===== src/rtl/serial_subtractor.sv =====
`default_nettype none
// ============================================================================
//  Module   : serial_subtractor
//  Purpose  : Bit-serial unsigned subtractor, diff = (a - b) mod 2^WIDTH.
//             One bit per clock, LSB first, with a registered borrow chain
//             and a start/busy/done handshake. The result and final borrow
//             are held in output registers until the next completion.
//  Ports    : clk    - clock, rising edge
//             rst    - synchronous active-high reset
//             start  - launch request, accepted when busy is low
//             a, b   - minuend / subtrahend, captured on an accepted start
//             busy   - high while bits are being processed
//             done   - one-cycle pulse when diff/borrow have just updated
//             diff   - held result (a - b) mod 2^WIDTH
//             borrow - held final borrow, high when a < b
//  Revision : 1.0  initial release
// ============================================================================
module serial_subtractor #(
  parameter int WIDTH = 8
) (
  input  logic             clk,
  input  logic             rst,
  input  logic             start,
  input  logic [WIDTH-1:0] a,
  input  logic [WIDTH-1:0] b,
  output logic             busy,
  output logic             done,
  output logic [WIDTH-1:0] diff,
  output logic             borrow
);

  // Counter only needs to reach WIDTH-1; RUN is left on that bit.
  localparam int            CW   = (WIDTH > 2) ? $clog2(WIDTH) : 1;
  localparam logic [CW-1:0] LAST = CW'(WIDTH - 1);

  typedef enum logic [1:0] {
    IDLE = 2'd0,
    RUN  = 2'd1,
    DONE = 2'd2
  } state_t;

  state_t           state_q,  state_d;
  logic [WIDTH-1:0] a_sh_q,   a_sh_d;
  logic [WIDTH-1:0] b_sh_q,   b_sh_d;
  logic [WIDTH-1:0] res_sh_q, res_sh_d;
  logic             bw_q,     bw_d;
  logic [CW-1:0]    cnt_q,    cnt_d;
  logic [WIDTH-1:0] diff_q,   diff_d;
  logic             borrow_q, borrow_d;
  logic             busy_q,   busy_d;
  logic             done_q,   done_d;

  // Single full-subtractor cell operating on the current LSBs.
  logic ai, bi, d_bit, bw_next;

  always_comb begin
    ai      = a_sh_q[0];
    bi      = b_sh_q[0];
    d_bit   = ai ^ bi ^ bw_q;
    bw_next = (~ai & bi) | (~(ai ^ bi) & bw_q);
  end

  always_comb begin
    state_d  = state_q;
    a_sh_d   = a_sh_q;
    b_sh_d   = b_sh_q;
    res_sh_d = res_sh_q;
    bw_d     = bw_q;
    cnt_d    = cnt_q;
    diff_d   = diff_q;
    borrow_d = borrow_q;

    unique case (state_q)
      IDLE, DONE: begin
        if (start) begin
          state_d  = RUN;
          a_sh_d   = a;
          b_sh_d   = b;
          res_sh_d = '0;
          bw_d     = 1'b0;
          cnt_d    = '0;
        end else begin
          state_d  = IDLE;
        end
      end
      RUN: begin
        // Result bits enter at the MSB, so after WIDTH shifts bit 0 has
        // arrived at position 0.
        a_sh_d   = a_sh_q >> 1;
        b_sh_d   = b_sh_q >> 1;
        res_sh_d = {d_bit, res_sh_q[WIDTH-1:1]};
        bw_d     = bw_next;
        cnt_d    = cnt_q + 1'b1;
        if (cnt_q == LAST) begin
          state_d  = DONE;
          diff_d   = {d_bit, res_sh_q[WIDTH-1:1]};
          borrow_d = bw_next;
        end
      end
      default: begin
        state_d = IDLE;
      end
    endcase

    // Status flags are decoded from the next state so they come straight
    // out of flops.
    busy_d = (state_d == RUN);
    done_d = (state_d == DONE);
  end

  always_ff @(posedge clk) begin
    if (rst) begin
      state_q  <= IDLE;
      a_sh_q   <= '0;
      b_sh_q   <= '0;
      res_sh_q <= '0;
      bw_q     <= 1'b0;
      cnt_q    <= '0;
      diff_q   <= '0;
      borrow_q <= 1'b0;
      busy_q   <= 1'b0;
      done_q   <= 1'b0;
    end else begin
      state_q  <= state_d;
      a_sh_q   <= a_sh_d;
      b_sh_q   <= b_sh_d;
      res_sh_q <= res_sh_d;
      bw_q     <= bw_d;
      cnt_q    <= cnt_d;
      diff_q   <= diff_d;
      borrow_q <= borrow_d;
      busy_q   <= busy_d;
      done_q   <= done_d;
    end
  end

  assign busy   = busy_q;
  assign done   = done_q;
  assign diff   = diff_q;
  assign borrow = borrow_q;

endmodule
`default_nettype wire


===== config.mk =====
export PLATFORM = sky130hd
export DESIGN_NAME = serial_subtractor
export DESIGN_NICKNAME = d
export VERILOG_FILES = /design/src/rtl/serial_subtractor.sv
export SDC_FILE = /design/constraint.sdc
export NUM_CORES = 1
export LEC_CHECK = 0
export CORE_ASPECT_RATIO = 1.5
export CORE_MARGIN = 1.5
export CORE_UTILIZATION = 54
export DETAILED_ROUTE_END_ITERATION = 6
export PLACE_DENSITY = 0.87
export SYNTH_ARGS = -nofsm -noshare
export SYNTH_HDL_FRONTEND = slang
export SYNTH_SLANG_ARGS = --single-unit

===== constraint.sdc =====
create_clock -name clk -period 3.3 [get_ports clk]
set_input_delay 0.66 -clock clk [delete_from_list [all_inputs] [get_ports clk]]
set_output_delay 0.66 -clock clk [all_outputs]
set_load 0.02 [all_outputs]

== Yosys cells after proc, flatten, opt, wreduce, memory -nomap -nowiden ==
Cells that the tools add are included.
Widths: inputs -> output; s select.
Operators by class
  reduce and logical (&&, ||, !) cells: 5
  add/subtract/negate cells: 1
  eq/ne operators: 6
  bitwise logic cells: 7
  muxes and demuxes: 13
Operators with widths (count)
  $pmux 8 s2: 3
  $mux 8: 3
  $pmux 3 s2: 1
  $eq 2x1->1 const B: 2
  $eq 2x2->1 const B: 2
  $pmux 2 s2: 1
  $reduce_and 2->1: 2
  $add 3x1->3 const B: 1
  $eq 3x3->1 const B: 1
  $mux 3: 1
  $and 1x1->1: 2
  $logic_not 2->1: 1
  $mux 1: 2
  $mux 2: 1
  $ne 2x2->1 const B: 1
  $not 1->1: 2
  $pmux 1 s2: 1
  $reduce_bool 2->1: 1
  $reduce_or 2->1: 1
  $xor 1x1->1: 2
  $or 1x1->1: 1
Word-level totals
  bits in registers: 41
  bits of input ports: 19
  output and inout port bits: 11

== Depth between registers and ports, before layout ==
  word-level depth: 5
  depth in mapped cells: 5
  gate-level depth less buffers: 5

== Least setup slack after synthesis ==
No wires, ideal clock.
  kind: input to register
  start: in start
  end: reg b_sh_q[3]
  library setup time: 133 ps
  cell stages on the path: 4
  setup slack: 1987 ps
  path buffers: 1
  data arrival time: 1180 ps
  path through: and2b_1 > buf_4 > nor3_1 > nor3_1
Between the ends
  longest elaborated chain between the ends: 2
Ends and longest elaborated chain
  from (decl): RTL line 23  | input logic start,
  $ne 2x2->1 (no line)
  $reduce_and 2->1 (no line)
  to (signal assigned): RTL line 126  | b_sh_q <= b_sh_d;
  to (decl): RTL line 44  | logic [WIDTH-1:0] b_sh_q, b_sh_d;
Every way passes these cells.
A chain may end at the register's enable or synchronous reset.

== Worst setup path after layout ==
  start: in start
  end: reg b_sh_q[0]
The elaborated chain is that of the path after synthesis.

==> impl_metrics.prom <==
# TYPE chip_impl_metric gauge
chip_impl_info{name="status",value="completed"} 1
chip_impl_metric{name="post-cts-setup-buffer-count",unit=""} 0
chip_impl_metric{name="whs",unit="ns"} 0.4589
chip_impl_metric{name="synth.mux.area_fraction",unit="%"} 0
chip_impl_metric{name="post_synth_inst_count",unit=""} 177
chip_impl_metric{name="peakVddDrop",unit="V"} 0.0003626
chip_impl_info{name="synth_top_area_cell",value="dfxtp_1"} 1
chip_impl_metric{name="floorplan.die.height",unit="um"} 68.76
chip_impl_metric{name="design.portCount",unit=""} 30
chip_impl_metric{name="num_vias",unit=""} 1361
chip_impl_metric{name="fp-row-count",unit=""} 23
chip_impl_metric{name="grt_antenna_before_repair",unit=""} 0
chip_impl_metric{name="grt_overflow_total",unit=""} 0
chip_impl_metric{name="cp_max_fo",unit=""} 29
chip_impl_metric{name="drt-initial-drc-count",unit=""} 53
chip_impl_metric{name="synth.distinct_cells",unit=""} 20
chip_impl_metric{name="portBuffers",unit=""} 29
chip_impl_info{name="critPathCaptureType",value="register"} 1
chip_impl_metric{name="synth_xor_xnor_area_share",unit="%"} 0
chip_impl_metric{name="timing.clock.skew",unit="ns"} 0.004142
chip_impl_metric{name="clk-insertion-delay-late",unit="ns"} 0.29
chip_impl_metric{name="post_synth.cell_area_avg",unit="um2"} 8.794
chip_impl_metric{name="cts-buffers-inserted",unit=""} 5
chip_impl_metric{name="die_width",unit="um"} 46.84
chip_impl_metric{name="grt_start_max_net_pins",unit=""} 34
chip_impl_info{name="worstSetupPathType",value="in2reg"} 1
chip_impl_metric{name="drt_drc_violations_left",unit=""} 0
chip_impl_metric{name="worst_slew_margin_rel",unit="%"} 30.89
chip_impl_metric{name="final-setup-viol-count",unit=""} 0
chip_impl_metric{name="antenna-diode-count",unit=""} 0
chip_impl_metric{name="areaGrowthSynthToFinish",unit="%"} 22.03
chip_impl_metric{name="yosys_register_bits",unit=""} 40
chip_impl_metric{name="clk_path_buf_depth",unit=""} 2
chip_impl_metric{name="initial_core_util",unit="%"} 57.54
chip_impl_metric{name="detail_route.wirelength",unit="um"} 3366
chip_impl_metric{name="post_cts_resized",unit=""} 0
chip_impl_metric{name="cp_data_arrival_time",unit="ns"} 2.31
chip_impl_metric{name="gr-usage-met1",unit="%"} 23.65
chip_impl_metric{name="fill_cells",unit=""} 232
chip_impl_metric{name="final_max_slew_viol_count",unit=""} 0
chip_impl_metric{name="dpl_worst_slack",unit="ns"} 0.9195
chip_impl_metric{name="clkTransAtPathRegs",unit="ns"} 0.07
chip_impl_metric{name="hold_violations",unit=""} 0
chip_impl_metric{name="critical_path.max_stage_delay",unit="ns"} 0.73
chip_impl_metric{name="cap_viol_max_count",unit=""} 0
chip_impl_metric{name="post_synth_fa_ha_maj_area_fraction",unit="%"} 2.894
chip_impl_metric{name="nets",unit=""} 221
chip_impl_metric{name="fin_ws",unit="ns"} 1.189
chip_impl_info{name="clk_root_buffer_cell",value="clkbuf_8"} 1
chip_impl_metric{name="ant_nets",unit=""} 0
chip_impl_info{name="grt_most_used_layer",value="met2"} 1
chip_impl_info{name="critPathSlowestCell",value="nand2b_1"} 1
chip_impl_info{name="cts_tree",value="done"} 1
chip_impl_metric{name="worstMarginPinSlew",unit="ns"} 1.037
chip_impl_metric{name="syn_nets",unit=""} 199
chip_impl_info{name="hold_class",value="reg2reg"} 1
chip_impl_metric{name="setup_tns",unit="ns"} 0
chip_impl_info{name="critical_path.cell_chain",value="clkdlybuf4s50_1 > nand2b_1 > o22ai_1 > a311oi_1"} 1
chip_impl_metric{name="grt_pass1_wl",unit="um"} 5154
chip_impl_info{name="rsz0062_at_grt",value="no"} 1
chip_impl_metric{name="post_route_cells_drive_above_1_share",unit="%"} 5.025
chip_impl_metric{name="numClockSinks",unit=""} 40
chip_impl_metric{name="cts-htree-levels",unit=""} 2
chip_impl_metric{name="grt_util_met3",unit="%"} 7.031
chip_impl_metric{name="mappedNetlistArea",unit="um2"} 1556
chip_impl_metric{name="p_total",unit="W"} 0.0009835
chip_impl_metric{name="hold_buffers",unit=""} 0
chip_impl_metric{name="synth_area_in_compound_gates",unit="%"} 14.71
chip_impl_metric{name="finalWeightedCongestion",unit=""} 0.7854
chip_impl_metric{name="worst-endpoint-required",unit="ns"} 3.49
chip_impl_metric{name="synth_simple_gate_area_share",unit="%"} 23.71
chip_impl_metric{name="gr-usage-all-layers",unit="%"} 22.66
chip_impl_metric{name="min_period_over_period",unit="%"} 63.97
chip_impl_metric{name="pwr_per_cell_area",unit="nW/um2"} 517.8
chip_impl_metric{name="place_hpwl",unit="um"} 2223
chip_impl_info{name="dominant_combinational_cell_family_by_area_after_synthesis",value="simple AND/OR/NAND/NOR gates"} 1
chip_impl_metric{name="grt_use_met2",unit="%"} 38.53
chip_impl_metric{name="synth.yosys.seq_area_share",unit="%"} 51.45
chip_impl_metric{name="avgViaCountPerCell",unit=""} 5.767
chip_impl_metric{name="detailedRoute.firstPassIterationCount",unit=""} 4
chip_impl_metric{name="cellLeakagePower",unit="nW"} 0.6530
chip_impl_metric{name="first_global_vias",unit=""} 1230
chip_impl_metric{name="die_area",unit="um2"} 3220
chip_impl_metric{name="synthDominantCellAreaShare",unit="%"} 51.45
chip_impl_metric{name="coreArea",unit="um2"} 2705
chip_impl_info{name="worst_setup_path_start_kind",value="primary input"} 1
chip_impl_metric{name="avgRoutedWirePerCell",unit="um"} 14.26
chip_impl_info{name="ys_top_cells_by_area",value="dfxtp_1 51%, nor3_1 8.4%, a21oi_1 7.1%"} 1
chip_impl_metric{name="dp.cells",unit=""} 229
chip_impl_metric{name="post_layout_nonfiller_instances",unit=""} 236
chip_impl_metric{name="fmax",unit="MHz"} 473.7
chip_impl_metric{name="synth.yosys.warnings",unit=""} 0
chip_impl_metric{name="period_minus_slack",unit="ns"} 2.111
==> routing by layer <==
metal  share of wire, %  wire length [um]
met5                  0                 0
met3                4.6               156
met4                2.4                80
met1                 40              1346
met2                 53              1782
==> cells by family after synthesis <==
logic type	count (synthesis)
fa+ha+maj	3
simple gates	77
flops	40
buf+inv	18
compound gates	39
==> cells in the mapped netlist <==
master / n
dfxtp_1: 40
nor3_1: 26
a21oi_1: 22
nand3_1: 21
nand2_1: 19
o22ai_1: 14
buf_4: 5
clkbuf_1: 5
nand2b_1: 4
nor2_1: 4
buf_2: 3
buf_6: 3
and2b_1: 2
ha_1: 2
inv_1: 2
a311oi_1: 1
a311oi_2: 1
fa_1: 1
nand3b_1: 1
o21a_1: 1
==> flip-flops by register name, summed over array words and instances (netlist names) <==
signal,cells
state_q,2
done,1
b_sh_q,8
a_sh_q,8
diff,8
cnt_q,3
res_sh_q,7
busy,1
borrow,1
bw_q,1
==> cell usage in the layout (no fill, tap or decap) <==
cell type / count
inv_1: 2
buf_4: 2
nand3b_1: 1
a21oi_1: 22
o21a_1: 1
a311oi_1: 1
o22ai_1: 14
a311oi_2: 1
nand2_1: 19
fa_1: 1
dfxtp_1: 40
nand3_1: 21
and2b_1: 2
nor3_1: 26
ha_1: 2
nor2_1: 4
clkdlybuf4s50_1: 29
clkbuf_8: 7
nand2b_1: 4
==> critical path: cells and delay by family <==
kind	cells	cell delay, ns
and+or+nand+nor	1	0.73
buffers and inverters	1	0.41
AOI/OAI and AO/OA	2	0.50
==> per-stage QoR <==
| stage | util, % | instance area (um2) |
|---|---|---|
| after floorplan | - | 1556 |
| after global placement | 66.65 | 1803 |
| after detailed placement | 66.65 | 1803 |
| after CTS | 70.21 | 1899 |
| after global routing | 70.21 | 1899 |
| final | 70.21 | 1899 |
==> worst paths after layout <==
kind | to | from | slack (ns) | depth (start not counted)
worst max-delay path | b_sh_q[0] | start | 1.19 | 4
worst max register to register | b_sh_q[0] | state_q[0] | 1.49 | 3
worst min-delay path | diff[3] | diff[3] | 0.46 | 2
worst min register to register | diff[3] | diff[3] | 0.46 | 2
==> area by class of cell <==
| cell class | count | area [um2] | area share (%) |
|---|---|---|---|
| sequential | 40 | 800.8 | 42.16 |
| multi-input combinational | 119 | 643.1 | 33.86 |
| timing repair buffer | 31 | 305.3 | 16.07 |
| clock buffer | 7 | 96.34 | 5.072 |
| tap | 37 | 46.29 | 2.437 |
| inverter | 2 | 7.507 | 0.3953 |
==> report_power, final <==
group / total (W) / internal, W / switching, W
registers: 0.000522 / 0.000507 / 0.0000149
logic: 0.000121 / 0.0000547 / 0.0000666
clock network: 0.000340 / 0.000186 / 0.000154
No activity file was read; power rests on OpenSTA's default activity.
